`config.mk`:
```
export PLATFORM = sky130hd
export DESIGN_NAME = pulse_train_generator
export DESIGN_NICKNAME = d
export VERILOG_FILES = /design/src/rtl/pulse_train_generator.sv
export SDC_FILE = /design/constraint.sdc
export NUM_CORES = 1
export LEC_CHECK = 0
export CAP_MARGIN = 20
export CORE_ASPECT_RATIO = 0.9
export CORE_MARGIN = 2
export CORE_UTILIZATION = 61
export CTS_CLUSTER_SIZE = 8
export DETAILED_ROUTE_END_ITERATION = 8
export GPL_TIMING_DRIVEN = 0
export HOLD_SLACK_MARGIN = 0.08
export PLACE_DENSITY_LB_ADDON = 0.15
export SLEW_MARGIN = 30
export SYNTH_ARGS = -nofsm -noshare
export SYNTH_HDL_FRONTEND = slang
export SYNTH_SLANG_ARGS = --single-unit
export TNS_END_PERCENT = 100
```
`constraint.sdc`:
```
create_clock -name clk -period 4.9 [get_ports clk]
set_input_delay 0.735 -clock clk [delete_from_list [all_inputs] [get_ports clk]]
set_output_delay 0.735 -clock clk [all_outputs]
set_load 0.1 [all_outputs]
```
`src/rtl/pulse_train_generator.sv`:
```
// Emits num_pulses clean pulses (programmable high/low widths) per rising edge of start.
// Optional abort input when PULSE_TRAIN_ABORT_EN is defined; default build has no abort.
module pulse_train_generator #(
    parameter int CNT_W   = 4,
    parameter int WIDTH_W = 8
) (
    input  logic               clk,
    input  logic               rst_n,
    input  logic               start,
    input  logic [CNT_W-1:0]   num_pulses,
    input  logic [WIDTH_W-1:0] high_cycles,
    input  logic [WIDTH_W-1:0] low_cycles,
`ifdef PULSE_TRAIN_ABORT_EN
    input  logic               abort,
`endif
    output logic               pulse_out,
    output logic               busy,
    output logic               done,
    output logic [CNT_W-1:0]   pulses_sent
);

    typedef enum logic [1:0] {S_IDLE, S_HIGH, S_LOW, S_DONE} state_t;

    state_t             state_q, state_d;
    logic               start_q;
    logic [CNT_W-1:0]   num_q, num_d;
    logic [WIDTH_W-1:0] high_q, high_d, low_q, low_d;
    logic [WIDTH_W-1:0] timer_q, timer_d;
    logic [CNT_W-1:0]   sent_q, sent_d;
    logic               pulse_q, pulse_d, busy_q, busy_d, done_q, done_d;
    logic               accept, abort_hit;

    // Timer counts down to zero, so a phase of max(x,1) cycles loads max(x,1)-1.
    function automatic logic [WIDTH_W-1:0] phase_load(input logic [WIDTH_W-1:0] x);
        return (x == '0) ? '0 : x - WIDTH_W'(1);
    endfunction

`ifdef PULSE_TRAIN_ABORT_EN
    assign abort_hit = abort;
`else
    assign abort_hit = 1'b0;
`endif

    assign accept = start & ~start_q & (state_q == S_IDLE);

    always_comb begin
        state_d = state_q;
        num_d   = num_q;
        high_d  = high_q;
        low_d   = low_q;
        timer_d = timer_q;
        sent_d  = sent_q;
        case (state_q)
            S_IDLE: begin
                if (accept) begin
                    num_d  = num_pulses;
                    high_d = high_cycles;
                    low_d  = low_cycles;
                    sent_d = '0;
                    if (num_pulses != '0) begin
                        state_d = S_HIGH;
                        timer_d = phase_load(high_cycles);
                    end else begin
                        state_d = S_DONE;
                    end
                end
            end
            S_HIGH: begin
                // A truncated high phase is not counted as a sent pulse.
                if (abort_hit) begin
                    state_d = S_DONE;
                end else if (timer_q == '0) begin
                    state_d = S_LOW;
                    timer_d = phase_load(low_q);
                    sent_d  = sent_q + CNT_W'(1);
                end else begin
                    timer_d = timer_q - WIDTH_W'(1);
                end
            end
            S_LOW: begin
                if (abort_hit) begin
                    state_d = S_DONE;
                end else if (timer_q == '0) begin
                    if (sent_q < num_q) begin
                        state_d = S_HIGH;
                        timer_d = phase_load(high_q);
                    end else begin
                        state_d = S_DONE;
                    end
                end else begin
                    timer_d = timer_q - WIDTH_W'(1);
                end
            end
            default: state_d = S_IDLE;
        endcase
        pulse_d = (state_d == S_HIGH);
        busy_d  = (state_d == S_HIGH) || (state_d == S_LOW);
        done_d  = (state_d == S_DONE);
    end

    always_ff @(posedge clk or negedge rst_n) begin
        if (!rst_n) begin
            state_q <= S_IDLE;
            start_q <= 1'b0;
            num_q   <= '0;
            high_q  <= '0;
            low_q   <= '0;
            timer_q <= '0;
            sent_q  <= '0;
            pulse_q <= 1'b0;
            busy_q  <= 1'b0;
            done_q  <= 1'b0;
        end else begin
            state_q <= state_d;
            start_q <= start;
            num_q   <= num_d;
            high_q  <= high_d;
            low_q   <= low_d;
            timer_q <= timer_d;
            sent_q  <= sent_d;
            pulse_q <= pulse_d;
            busy_q  <= busy_d;
            done_q  <= done_d;
        end
    end

    assign pulse_out   = pulse_q;
    assign busy        = busy_q;
    assign done        = done_q;
    assign pulses_sent = sent_q;

endmodule
```
==> results by group <==
Final layout
  – Layout Area Growth over Synthesis: 17.60%
  – Inserted Diodes: 0
  – Share of cells above drive strength 1: about 15%
  – Nets: 341

Hold path
  – HP Class: in -> async

Place
  – Number of buffers added on ports: 29
  – Routability cong.: a little over 0.9
  – DPL Wire Length: between 4000 and 5000 um

Power
  – Power density cells: between 600 and 700 mW/mm2
  – Maximum VDD drop: about 0.35 mV
  – Leak Pwr: 1.243 nW

Routing
  – Vias per cell: roughly 6.2
  – # DRC: 0
  – Overall routed net length: 5776 um
  – Initial DRC count: 140
  – WL/cell: between 15 and 20 um
  – Via Count: roughly 2,200
  – Pre-antenna DRT Iters: 4
  – Post-route ant nets: 0

Synth
  – Yosys cell types: 54
  – Top cells by count, synth: 38 x dfrtp_1, 22 x mux2_2, 21 x inv_1
  – Async set-reset flop share out of synthesis: 100.0%
  – Synth area leader: dfrtp_1
  – Top FF cell, synth: dfrtp_1
  – YS warnings: 0
  – Seq/Total Area, Yosys: 37.06%
  – Syn Nets: ~300
  – Post-synthesis register bit count: 38
  – Number of synthesized flops with an enable pin: 0
  – Post-Syn Instances: 265
  – Ranking of synthesized cells by area: dfrtp_1 37%, mux2_2 9.7%, ha_1 7.8%
  – Cell area after synthesis: about 0.0026 mm2
  – Mean Syn Cell Area: 9.684 um2
  – Top-count cell post-synth: dfrtp_1
  – Post-synth top area share: 37.06%

GRT
  – First-pass GRT wire length: slightly below 10,000 um
  – Largest net degree at the start of global routing: 25
  – Antenna violations before repair: 0
  – GRT Total Usage: roughly 27%
  – Vias in the first global route: between 2,000 and 2,500
  – GR Overflow Total: 0

CTS
  – CTS Buffer Depth: 2
  – Cts bufs inserted: 5
  – Worst-path clk slew: roughly 0.08 ns
  – Post-CTS setup buffer count: 0
  – Hold_buf cts: 0
  – Root Buffer: clkbuf_8
  – Cells resized by post-CTS repair: 0
  – Clk sinks: 38
  – Clock H-tree levels: 2
  – Clock tree from TritonCTS: built
  – Clock Latency Late Sink: 0.30 ns

Floorplanning
  – Core Area: roughly 0.0040 mm2
  – Die Width: 72.37 um
  – Initial Util: 63.42%
  – Top Ports: 30
  – Die Y: ~66 um
  – FP Rows: 22
  – Die area: 0.004742 mm2

STA
  – Slew @ Worst Pin: between 0.9 and 1 ns
  – Final Hold Slack: approximately 0.34 ns
  – Hold violation total from the final report: 0
  – Final max-slew violation count: 0
  – Final min period: between 2 and 3 ns
  – Fin crit share: 54.92%
  – Timing-limited maximum frequency: ~370 MHz
  – Setup TNS: 0 ns
  – RSZ-0062 raised after global routing: no
  – Final Setup Violations: 0
  – Worst Clk Skew: about 0.011 ns
  – Max_slew headroom: roughly a third

Critical path
  – Crit path kind: reg -> out
  – Worst-path cell chain: clkdlybuf4s50_1
  – Max stage delay on crit path: 1.18 ns
  – Req. time, crit path: 4.16 ns
  – Worst setup EP type: output port
  – Critical path fanouts, max: 8
  – Worst EP arrival: 1.96 ns
  – Slowest cell on crit path: clkdlybuf4s50_1
  – CP top delay family: buffers and inverters
  – CP Launch Type: flip-flop
  – Buf/Inv on CP: 1

Job
  – Max-cap violations: 0

Status
  – Status: finished, final reports clean
## layout make-up
| class | instances | area [um2] |
|---|---|---|
| buffer | 8 | 36.28 |
| clock buffer | 5 | 68.82 |
| clock inverter | 2 | 10.01 |
| fill | 298 | 1028 |
| inverter | 22 | 82.58 |
| multi-input combinational | 197 | 1496 |
| sequential | 38 | 950.9 |
| tap | 48 | 60.06 |
| timing repair buffer | 30 | 312.8 |
## cell usage in the layout (no fill, tap or decap), types with 2 or more instances in the layout
cell type and instances:
nand2_1 13, nand2b_1 7, a21oi_1 13, clkbuf_1 5, o31ai_1 3, mux2_2 22, dfrtp_1 38, nand3_1 3
nor2_1 15, o221ai_1 5, o21ai_0 16, inv_1 21, or4_1 2, nor3_1 10, xnor2_1 7, o211ai_1 4
mux2i_1 2, a31oi_1 2, nor4_1 4, nor3b_1 3, clkbuf_8 5, xor2_1 2, nor2b_1 2, clkinv_2 2
o22ai_1 6, buf_2 3, o311ai_0 2, o21a_1 4, nand4_1 2, clkdlybuf4s50_1 28, a21o_1 3, nand3b_1 2
or3_1 6, ha_1 16
## power by group
part           switching (W)  internal [W]
registers           0.000180      0.000461
clock network       0.000113     0.0000955
logic               0.000643      0.000441
## metrics by stage
stage | area, um2 | utilization, % | worst slack (ns) | instances | power (W)
finish | 3018 | 74.58 | 2.209 | 350 | 0.001933
detailed placement | 2939 | 72.63 | 2.192 | 343 | 0.001715
global placement | 2917 | 72.08 | 2.204 | 342 | 0.001662
floorplan | 2566 | - | 2.184 | 265 | 0.001424
global route | 3018 | 74.58 | 2.088 | 350 | 0.002085
CTS | 3018 | 74.58 | 2.196 | 350 | 0.001926
## state kept, by name (all words and copies together) (netlist names)
| register | cells |
|---|---|
| timer_q | 8 |
| done | 1 |
| low_q | 8 |
| busy | 1 |
| state_q | 2 |
| pulses_sent | 4 |
| start_q | 1 |
| num_q | 4 |
| high_q | 8 |
| pulse_out | 1 |
## cell families after synthesis
kind of cell,synth area share [%]
AND/OR/NAND/NOR,17.06
AO/OA/AOI/OAI,19.94
flip-flops,37.06
buffers and inverters,4.632
multiplexers,10.43
adder cells (fa/ha/maj),7.801
XOR/XNOR,3.072
## path summary, 6_finish.rpt
check	startpoint	end	slack, ns	depth (start not counted)
setup reg to reg	timer_q[0]	done	2.25	10
setup / recovery	pulses_sent[2]	pulses_sent[2]	2.21	1
min in group clk	num_q[1]	num_q[1]	0.52	1
hold reg to reg	num_q[1]	num_q[1]	0.52	1
max in group asynchronous	rst_n	num_q[2]	4.10	2
hold / removal	rst_n	timer_q[6]	0.34	1
## layer usage
metal / global-route usage (%) / part of all wire, % / up-vias / wire length, um
li1: - / - / 1055 / -
met1: 38.23 / 47 / 1059 / 2719
met2: 41.51 / 46 / 62 / 2664
met3: 5.982 / 5.6 / 8 / 324
met4: 9.259 / 1.2 / 0 / 68
met5: 0 / 0 / - / 0
Power figures use the tool's default switching activity.
